`src/rtl/decoder_pkg.sv`:
```
// Shared constants and types for the RV32I main decoder.
// Holds opcode values, the alu_control / immediate_control / result_src
// encodings, the packed control-bundle struct and the funct3 -> ALU-op helper.
package decoder_pkg;

    localparam int unsigned INSTR_W  = 32;
    localparam int unsigned OPCODE_W = 7;
    localparam int unsigned FUNCT3_W = 3;

    localparam logic [OPCODE_W-1:0] OPC_OP     = 7'b0110011;
    localparam logic [OPCODE_W-1:0] OPC_OP_IMM = 7'b0010011;
    localparam logic [OPCODE_W-1:0] OPC_LOAD   = 7'b0000011;
    localparam logic [OPCODE_W-1:0] OPC_STORE  = 7'b0100011;
    localparam logic [OPCODE_W-1:0] OPC_BRANCH = 7'b1100011;
    localparam logic [OPCODE_W-1:0] OPC_JAL    = 7'b1101111;
    localparam logic [OPCODE_W-1:0] OPC_JALR   = 7'b1100111;
    localparam logic [OPCODE_W-1:0] OPC_LUI    = 7'b0110111;
    localparam logic [OPCODE_W-1:0] OPC_AUIPC  = 7'b0010111;

    typedef enum logic [3:0] {
        ALU_ADD  = 4'b0000,
        ALU_SUB  = 4'b0001,
        ALU_SLL  = 4'b0010,
        ALU_SLT  = 4'b0011,
        ALU_SLTU = 4'b0100,
        ALU_XOR  = 4'b0101,
        ALU_SRL  = 4'b0110,
        ALU_SRA  = 4'b0111,
        ALU_OR   = 4'b1000,
        ALU_AND  = 4'b1001
    } alu_op_e;

    typedef enum logic [2:0] {
        IMM_I = 3'b000,
        IMM_S = 3'b001,
        IMM_B = 3'b010,
        IMM_U = 3'b011,
        IMM_J = 3'b100
    } imm_sel_e;

    typedef enum logic [1:0] {
        RES_ALU  = 2'b00,
        RES_LOAD = 2'b01,
        RES_PC4  = 2'b10,
        RES_UIMM = 2'b11
    } result_sel_e;

    // Complete 18-bit control bundle produced for one instruction.
    typedef struct packed {
        logic                pc_src;
        logic                pc_target_src;
        logic                u_imm_src;
        result_sel_e         result_src;
        logic                mem_write;
        logic [FUNCT3_W-1:0] mem_width;
        alu_op_e             alu_control;
        logic                alu_src;
        imm_sel_e            immediate_control;
        logic                reg_write;
    } ctrl_t;

    // funct3 -> ALU op; alt is funct7[5] already qualified by the caller.
    function automatic alu_op_e alu_from_funct3(input logic [FUNCT3_W-1:0] funct3,
                                                input logic alt);
        alu_op_e op;
        case (funct3)
            3'b000:  op = alt ? ALU_SUB : ALU_ADD;
            3'b001:  op = ALU_SLL;
            3'b010:  op = ALU_SLT;
            3'b011:  op = ALU_SLTU;
            3'b100:  op = ALU_XOR;
            3'b101:  op = alt ? ALU_SRA : ALU_SRL;
            3'b110:  op = ALU_OR;
            default: op = ALU_AND;
        endcase
        return op;
    endfunction

endpackage

```
`src/rtl/branch_cond.sv`:
```
// Branch-condition evaluation: decides whether a conditional branch is taken.
// Ports:
//   funct3             in  3  branch type (BEQ/BNE/BLT/BGE/BLTU/BGEU)
//   equal              in  1  rs1 == rs2
//   less_than          in  1  rs1 <  rs2 signed
//   less_than_unsigned in  1  rs1 <  rs2 unsigned
//   taken              out 1  branch condition holds (combinational)
module branch_cond
    import decoder_pkg::*;
(
    input  logic [FUNCT3_W-1:0] funct3,
    input  logic                equal,
    input  logic                less_than,
    input  logic                less_than_unsigned,
    output logic                taken
);

    // Reserved encodings 010/011 never take the branch.
    always_comb begin
        taken = 1'b0;
        case (funct3)
            3'b000:  taken = equal;
            3'b001:  taken = ~equal;
            3'b100:  taken = less_than;
            3'b101:  taken = ~less_than;
            3'b110:  taken = less_than_unsigned;
            3'b111:  taken = ~less_than_unsigned;
            default: taken = 1'b0;
        endcase
    end

endmodule

```
`src/rtl/decoder.sv`:
```
// RV32I main decoder: instruction word plus ALU compare flags -> datapath controls.
// Build option: define DECODER_OUTPUT_REG_EN to register every output on the
// rising clk edge (1-cycle latency, synchronous active-low reset clears them).
// Without it the decoder is purely combinational and clk/reset are unused.
// Ports:
//   clk, reset                       in   clock / sync active-low reset
//   instruction                      in   32-bit RV32I instruction
//   equal, less_than,
//   less_than_unsigned               in   ALU compare flags (rs1 vs rs2)
//   pc_src, pc_target_src, u_imm_src out  PC / U-immediate path selects
//   result_src[1:0]                  out  writeback select
//   mem_write, mem_width[2:0]        out  store enable, access width (funct3)
//   alu_control[3:0], alu_src        out  ALU operation, operand B select
//   immediate_control[2:0]           out  immediate format
//   reg_write                        out  register-file write enable
module decoder
    import decoder_pkg::*;
(
    input  logic               clk,
    input  logic               reset,
    input  logic [INSTR_W-1:0] instruction,
    input  logic               equal,
    input  logic               less_than,
    input  logic               less_than_unsigned,
    output logic               pc_src,
    output logic               pc_target_src,
    output logic               u_imm_src,
    output logic [1:0]         result_src,
    output logic               mem_write,
    output logic [2:0]         mem_width,
    output logic [3:0]         alu_control,
    output logic               alu_src,
    output logic [2:0]         immediate_control,
    output logic               reg_write
);

    logic [OPCODE_W-1:0] opcode;
    logic [FUNCT3_W-1:0] funct3;
    logic                funct7_b5;
    logic                br_taken;
    ctrl_t               ctrl_d;
    ctrl_t               ctrl_out;

    assign opcode    = instruction[6:0];
    assign funct3    = instruction[14:12];
    assign funct7_b5 = instruction[30];

    branch_cond u_branch_cond (
        .funct3             (funct3),
        .equal              (equal),
        .less_than          (less_than),
        .less_than_unsigned (less_than_unsigned),
        .taken              (br_taken)
    );

    // Main opcode decode; unlisted opcodes leave the all-zero default.
    always_comb begin
        ctrl_d = '0;
        case (opcode)
            OPC_OP: begin
                ctrl_d.reg_write   = 1'b1;
                ctrl_d.alu_control = alu_from_funct3(funct3, funct7_b5);
            end
            OPC_OP_IMM: begin
                ctrl_d.reg_write   = 1'b1;
                ctrl_d.alu_src     = 1'b1;
                // funct7[5] only matters for shifts-right; ADDI has no SUB form.
                ctrl_d.alu_control = alu_from_funct3(funct3,
                                                     funct7_b5 && (funct3 == 3'b101));
            end
            OPC_LOAD: begin
                ctrl_d.reg_write  = 1'b1;
                ctrl_d.alu_src    = 1'b1;
                ctrl_d.result_src = RES_LOAD;
                ctrl_d.mem_width  = funct3;
            end
            OPC_STORE: begin
                ctrl_d.mem_write         = 1'b1;
                ctrl_d.alu_src           = 1'b1;
                ctrl_d.immediate_control = IMM_S;
                ctrl_d.mem_width         = funct3;
            end
            OPC_BRANCH: begin
                ctrl_d.immediate_control = IMM_B;
                ctrl_d.alu_control       = ALU_SUB;
                ctrl_d.pc_src            = br_taken;
            end
            OPC_JAL: begin
                ctrl_d.pc_src            = 1'b1;
                ctrl_d.immediate_control = IMM_J;
                ctrl_d.reg_write         = 1'b1;
                ctrl_d.result_src        = RES_PC4;
            end
            OPC_JALR: begin
                ctrl_d.pc_src        = 1'b1;
                ctrl_d.pc_target_src = 1'b1;
                ctrl_d.alu_src       = 1'b1;
                ctrl_d.reg_write     = 1'b1;
                ctrl_d.result_src    = RES_PC4;
            end
            OPC_LUI, OPC_AUIPC: begin
                ctrl_d.reg_write         = 1'b1;
                ctrl_d.immediate_control = IMM_U;
                ctrl_d.result_src        = RES_UIMM;
                ctrl_d.u_imm_src         = (opcode == OPC_AUIPC);
            end
            default: ctrl_d = '0;
        endcase
    end

`ifdef DECODER_OUTPUT_REG_EN
    ctrl_t ctrl_q;

    // Output register with synchronous active-low clear.
    always_ff @(posedge clk) begin
        if (!reset) begin
            ctrl_q <= '0;
        end else begin
            ctrl_q <= ctrl_d;
        end
    end

    assign ctrl_out = ctrl_q;

    // Register/immediate fields are consumed elsewhere in the datapath.
    logic unused_c;
    assign unused_c = &{1'b0, instruction};
`else
    assign ctrl_out = ctrl_d;

    // clk/reset are only needed by the registered build.
    logic unused_c;
    assign unused_c = &{1'b0, clk, reset, instruction};
`endif

    assign pc_src            = ctrl_out.pc_src;
    assign pc_target_src     = ctrl_out.pc_target_src;
    assign u_imm_src         = ctrl_out.u_imm_src;
    assign result_src        = ctrl_out.result_src;
    assign mem_write         = ctrl_out.mem_write;
    assign mem_width         = ctrl_out.mem_width;
    assign alu_control       = ctrl_out.alu_control;
    assign alu_src           = ctrl_out.alu_src;
    assign immediate_control = ctrl_out.immediate_control;
    assign reg_write         = ctrl_out.reg_write;

endmodule

```
`config.mk`:
```
export PLATFORM = sky130hd
export DESIGN_NAME = decoder
export DESIGN_NICKNAME = d
export VERILOG_FILES = /design/src/rtl/decoder_pkg.sv /design/src/rtl/branch_cond.sv /design/src/rtl/decoder.sv
export SDC_FILE = /design/constraint.sdc
export NUM_CORES = 1
export LEC_CHECK = 0
export CAP_MARGIN = 30
export CORE_AREA = 2 2 42 44
export DETAILED_ROUTE_END_ITERATION = 8
export DIE_AREA = 0 0 44 46
export PLACE_DENSITY_LB_ADDON = 0.15
export SYNTH_ARGS = -nofsm -noshare
export SYNTH_HDL_FRONTEND = slang
export SYNTH_SLANG_ARGS = --single-unit
```
`constraint.sdc`:
```
create_clock -name vclk -period 0.95
set_input_delay 0.095 -clock vclk [all_inputs]
set_output_delay 0.095 -clock vclk [all_outputs]
set_load 0.05 [all_outputs]
```
== Yosys cells after proc, flatten, opt, wreduce, memory -nomap -nowiden ==
Cells that the tools add are included.

* Output and inout bits: 18
* Register bits after elaboration: 0
* Word-level logic and storage cells: 43
* Input port bits: 37

* Bitwise gates (word level): 3
* Equality and inequality tests: 16
* Reductions and logical operators: 7
* Multiplexer cells: 17

{| class="wikitable"
|+ Operator list
! cell !! number
|-
| case mux 4 bit (7 select lines) || 2
|-
| == test 7 x 6 -> 1 bit (second input constant) || 3
|-
| == test 7 bit (second input constant) || 3
|-
| == test 7 x 5 -> 1 bit (second input constant) || 2
|-
| == test 3 bit (second input constant) || 4
|-
| case mux 3 bit (4 select lines) || 1
|-
| case mux 4 bit (3 select lines) || 1
|-
| two-way mux 1 bit || 9
|-
| == test 7 x 2 -> 1 bit (second input constant) || 1
|-
| OR reduction 7 bit || 1
|-
| == test 3 x 2 -> 1 bit (second input constant) || 2
|-
| case mux 1 bit (6 select lines) || 1
|-
| case mux 2 bit (3 select lines) || 1
|-
| OR reduction 2 bit || 3
|-
| OR reduction 4 bit || 1
|-
| == test 3 x 1 -> 1 bit (second input constant) || 1
|-
| logical NOT 3 bit || 1
|-
| two-way mux 3 bit || 1
|-
| inverter 1 bit || 3
|-
| case mux 1 bit (2 select lines) || 1
|-
| logical AND 1 bit || 1
|}

== Longest topological paths before layout ==
Gate-level depths: netlist of run 1.

* Word-level depth: 5
* Mapped depth: 5

== Cells and area by module ==
From an unflattened synthesis of run 1, not the netlist that was laid out.

* Cell total of the unflattened synthesis: 55
* Area total of the unflattened synthesis: 350.3 um2

{| class="wikitable"
|+ By module, submodules not included
! module !! cells an instance !! area an instance (um2) !! times used
|-
| decoder || 50 || 310.3 || 1
|-
| branch_cond || 5 || 40.0 || 1
|}

== Worst setup path before layout of run 1 ==
OpenSTA, ideal clock, no wires.

* Kind: input to output
* From: input instruction[12]
* To: output alu_control[0]
* Arrival time: 1.762 ns
* Cell stages on the path: 5
* Path slack: -0.907 ns
* Required time: 0.855 ns
* Path through: buf_2 -> nand2b_1 -> a21oi_1 -> o2111ai_1 -> a21boi_0

* Longest elaborated chain between the ends: 5

{| class="wikitable"
|+ RTL lines
! item !! RTL line !! text
|-
| start: declaration || decoder.sv:21 || <nowiki>input logic [INSTR_W-1:0] instruction,</nowiki>
|-
| == test 3 bit || decoder_pkg.sv:66, decoder.sv:69 ||
|-
| logical AND 1 bit || decoder.sv:69 || <nowiki>funct7_b5 && (funct3 == 3'b101));</nowiki>
|-
| two-way mux 1 bit || decoder_pkg.sv:67, decoder_pkg.sv:72 ||
|-
| case mux 4 bit (7 select lines) || decoder_pkg.sv:66 || <nowiki>case (funct3)</nowiki>
|-
| case mux 4 bit (3 select lines) (*) || decoder.sv:59 || <nowiki>case (opcode)</nowiki>
|-
| end: declaration || decoder.sv:31 || <nowiki>output logic [3:0] alu_control,</nowiki>
|}

Mark *: on every way between the ends. The rest lies on a longest branch, timed or not.

== Final worst setup path of run 1 ==
* From: input instruction[4]
* To: output immediate_control[1]

* Longest elaborated chain between the ends: 3

{| class="wikitable"
|+ RTL lines
! item !! RTL line !! text
|-
| == test 7 x 5 -> 1 bit or == test 7 x 6 -> 1 bit (tied branches) || decoder.sv:59 ||
|-
| OR reduction 2 bit || decoder.sv:59 ||
|-
| case mux 3 bit (4 select lines) (*) || decoder.sv:59 ||
|-
| end: declaration || decoder.sv:33 || <nowiki>output logic [2:0] immediate_control,</nowiki>
|}

Marks and branches as above.

==> load_flow_metrics.sql, run 1 <==
INSERT INTO impl_metrics (metric_group, metric, value, unit) VALUES
('routing', 'firstDrtPassIters', '4', ''),
('final_layout', 'layout.sequential_cells', '0', ''),
('synth', 'netlist_area_before_placement', '363', 'sq um'),
('die', 'number_of_top_level_pins', '55', ''),
('global_routing', 'grt_start_max_net_pins', '9', ''),
('timing', 'slew_headroom', '84.8', '%'),
('placement', 'dp.final_hpwl', '1.19', 'mm'),
('timing', 'final_max_slew_viol_count', '0', ''),
('worst_hold_path', 'whs_path_depth', '3', ''),
('die', 'die-width', '44', 'um'),
('timing', 'post-route-worst-setup-slack', '-130', 'ps'),
('power', 'powerDensity', '324', 'mW/mm^2'),
('placement', 'placement.cell_area', '0.00112', 'sq mm'),
('routing', 'drt_iter0_markers', '1', ''),
('synth', 'synthesis.area_per_instance', '5.76', 'sq um'),
('timing', 'setup_viol', '18', ''),
('timing', 'final.period_utilization', '114', '%'),
('final_layout', 'finish.utilization', '85.0', '%'),
('global_routing', 'grt_usage', '17.2', '%'),
('routing', 'route.detailed.wl_per_inst', '13.9', 'um'),
('worst_setup_path', 'crit_fanout', '7', ''),
('timing', 'timing.setup.tns', '-1400', 'ps'),
('worst_setup_path', 'timing.critical_path.to', 'immediate_control[1]', ''),
('worst_setup_path', 'path_cells', 'buf_8, nand3b_1, nor2_1, a21oi_1, nor3_4, buf_12', ''),
('synth', 'synth_sequential_area_ratio', '0', '%'),
('worst_setup_path', 'worst_ep_arrival_time', '980', 'ps'),
('timing', 'fmax', '926', 'MHz'),
('worst_setup_path', 'critical_path.startpoint', 'instruction[4]', ''),
('worst_setup_path', 'criticalPathCategory', 'input pin to output port', ''),
('worst_setup_path', 'worst_ep_required_time', '850', 'ps'),
('routing', 'post-route-drc-count', '0', ''),
('run', 'maxCapViolCount', '0', ''),
('timing', 'final-hold-violation-count', '0', ''),
('die', 'rows', '15', ''),
('die', 'die_height', '46', 'um'),
('final_layout', 'finish.instance_area', '0.00137', 'sq mm'),
('die', 'full_die_area', '0.00202', 'sq mm'),
('final_layout', 'antenna-diode-count', '0', ''),
('global_routing', 'gr-total-overflow', '0', ''),
('power', 'p_leak', '0.543', 'nW'),
('worst_setup_path', 'crit_path_start_kind', 'input pin', ''),
('routing', 'route.final.wire_length', '1.82', 'mm'),
('run_status', 'run_status', 'finished with violations', ''),
('final_layout', 'reg_area', '0', 'sq um'),
('final_layout', 'finalNetCount', '153', ''),
('placement', 'routabilityCongestion', '0.781', ''),
('worst_hold_path', 'hold_path.class', 'input pin to output port', ''),
('worst_setup_path', 'max_stage_delay', '230', 'ps'),
('timing', 'grt_setup_unrepaired', 'true', ''),
('placement', 'buffer_ports.inserted', '32', ''),
('worst_setup_path', 'timing.critical_path.depth', '6', ''),
('worst_setup_path', 'critPathTopFamily', 'simple AND/OR/NAND/NOR gates', ''),
('global_routing', 'antenna_found_initial', '0', ''),
('synth', 'synthCells', '63', ''),
('power', 'max-vdd-ir-drop', '0.213', 'mV'),
('routing', 'vias_per_cell', '5.08', ''),
('die', 'placeableCoreArea', '0.00161', 'sq mm'),
('timing', 'final_critical_period', '1080', 'ps'),
('synth', 'synthesis.nets', '100', ''),
('routing', 'antenna_left', '0', ''),
('timing', 'worst_slew_pin_slew', '224', 'ps'),
('worst_setup_path', 'cell_with_the_biggest_individual_delay_on_the_critical_path', 'sky130_fd_sc_hd__nand3b_1', ''),
('synth', 'synth_cell_type_count', '23', ''),
('run_status', 'failed_checks', 'negative setup slack', ''),
('synth', 'synth.yosys.warnings', '0', ''),
('worst_setup_path', 'worstSetupEndpointType', 'output port', ''),
('worst_setup_path', 'cp_num_buf_inv', '2', ''),
('final_layout', 'area.growth.synth_to_final', '278', '%'),
('final_layout', 'drive_above_1_share', '83.3', '%'),
('global_routing', 'number_of_global_route_vias_before_repair', '666', ''),
('die', 'floorplan.initialDensity', '22.5', '%'),
('routing', 'vias_after_detailed_routing', '666', ''),
('global_routing', 'first_pass_grt_wire_length', '2.77', 'mm'),
('final_layout', 'n_clock_buffer', '0', '');
[cell type report]
| cell class | count | area, sq um |
|---|---|---|
| fill | 71 | 243 |
| inverter | 1 | 3.75 |
| multi-input combinational | 56 | 608 |
| tap | 17 | 21.3 |
| timing repair buffer | 57 | 738 |
[cell families (layout without fill, tap and decap cells)]
kind of cell,Yosys count,in the layout,share of synthesized area (%)
xor gates and xnor gates,2,2,4.83
AOI/OAI and AO/OA,14,14,24.8
muxes,2,2,5.52
buffers and inverters,7,58,11.0
and+or+nand+nor,38,38,53.8
[repair_timing]
action,4_1_cts,5_1_grt
buffers inserted,2,4
endpoints found under the setup margin,18,18
pin swaps,27,16
endpoints found under the hold margin,0,0
hold buffers,0,0
resized for setup,105,13
[synth_stat cells]
library cell                 n  area (sq um)
sky130_fd_sc_hd__nor2_1     10          37.5
sky130_fd_sc_hd__a21oi_1     7          35.0
sky130_fd_sc_hd__nor3_1      7          35.0
sky130_fd_sc_hd__nand2_1     6          22.5
sky130_fd_sc_hd__buf_2       5          25.0
sky130_fd_sc_hd__and2_1      4          25.0
sky130_fd_sc_hd__nand2b_1    3          18.8
sky130_fd_sc_hd__mux2i_1     2          20.0
sky130_fd_sc_hd__nand3_1     2          10.0
sky130_fd_sc_hd__nand3b_1    2          15.0
sky130_fd_sc_hd__o21ai_0     2          10.0
sky130_fd_sc_hd__xnor2_1     2          17.5
sky130_fd_sc_hd__a211o_1     1          8.76
sky130_fd_sc_hd__a211oi_1    1          7.51
sky130_fd_sc_hd__a211oi_2    1          12.5
sky130_fd_sc_hd__a21boi_0    1          7.51
sky130_fd_sc_hd__buf_6       1          11.3
sky130_fd_sc_hd__inv_1       1          3.75
sky130_fd_sc_hd__nand4b_1    1          8.76
sky130_fd_sc_hd__nor2b_1     1          6.26
sky130_fd_sc_hd__nor3_2      1          10.0
sky130_fd_sc_hd__o2111ai_1   1          8.76
sky130_fd_sc_hd__or3_1       1          6.26
[placed cells by master, fill, tap and decap left out, types with 2 or more instances in the layout]
cell                        n
sky130_fd_sc_hd__buf_6      9
sky130_fd_sc_hd__and2_4     4
sky130_fd_sc_hd__nor2_4     4
sky130_fd_sc_hd__buf_2      3
sky130_fd_sc_hd__a21oi_4    5
sky130_fd_sc_hd__nand2_1    2
sky130_fd_sc_hd__nand2_4    3
sky130_fd_sc_hd__buf_4     19
sky130_fd_sc_hd__nand3b_1   2
sky130_fd_sc_hd__buf_8      6
sky130_fd_sc_hd__buf_12    19
sky130_fd_sc_hd__nand2b_1   2
sky130_fd_sc_hd__mux2i_2    2
sky130_fd_sc_hd__nor2_1     5
sky130_fd_sc_hd__nor3_4     7
[worst min-delay path by stage]
| stage | start | endpoint | slack, ps |
|---|---|---|---|
| finish | instruction[5] | u_imm_src | 470 |
| global route | instruction[5] | u_imm_src | 480 |
| CTS | instruction[5] | u_imm_src | 470 |
| detailed placement | instruction[4] | result_src[1] | 1020 |
| global placement | instruction[4] | result_src[1] | 1010 |
| floorplan | instruction[3] | alu_src | 250 |
[report_power, final]
part           leakage, nW  switching [mW]  internal (mW)
registers                0               0              0
logic                0.543           0.219          0.225
clock network            0               0              0
[tightest hold or removal path, stage by stage]
cell and delay [ps]:
sky130_fd_sc_hd__buf_12 100, sky130_fd_sc_hd__nor3_4 50, sky130_fd_sc_hd__buf_12 140
[stage by stage]
step / worst slack, ps / power (mW) / instances / hold slack [ps]
after floorplan: -286 / 0.169 / 63 / 253
after global placement: -635 / 0.327 / 125 / 1010
after detailed placement: -658 / 0.331 / 125 / 1020
after CTS: -159 / 0.405 / 127 / 466
after global routing: -198 / 0.470 / 131 / 483
final: -130 / 0.444 / 131 / 473
[routing by layer]
metal,GRT usage (%),vias up,part of all wire [%]
li1,-,324,-
met1,20.6,320,36
met2,34.4,20,59
met3,1.19,2,3.7
met4,1.21,0,0.55
met5,0,-,0
Power figures use the tool's default switching activity.
==> run 2, diff against run 1 <==
--- a/config.mk
+++ b/config.mk
@@ -5,7 +5,7 @@
 export SDC_FILE = /design/constraint.sdc
 export NUM_CORES = 1
 export LEC_CHECK = 0
-export CAP_MARGIN = 30
+export CAP_MARGIN = 15
 export CORE_AREA = 2 2 42 44
 export DETAILED_ROUTE_END_ITERATION = 8
 export DIE_AREA = 0 0 44 46
==> results of run 2 <==
The final DEF is identical to that of run 1; final timing and power are the same.
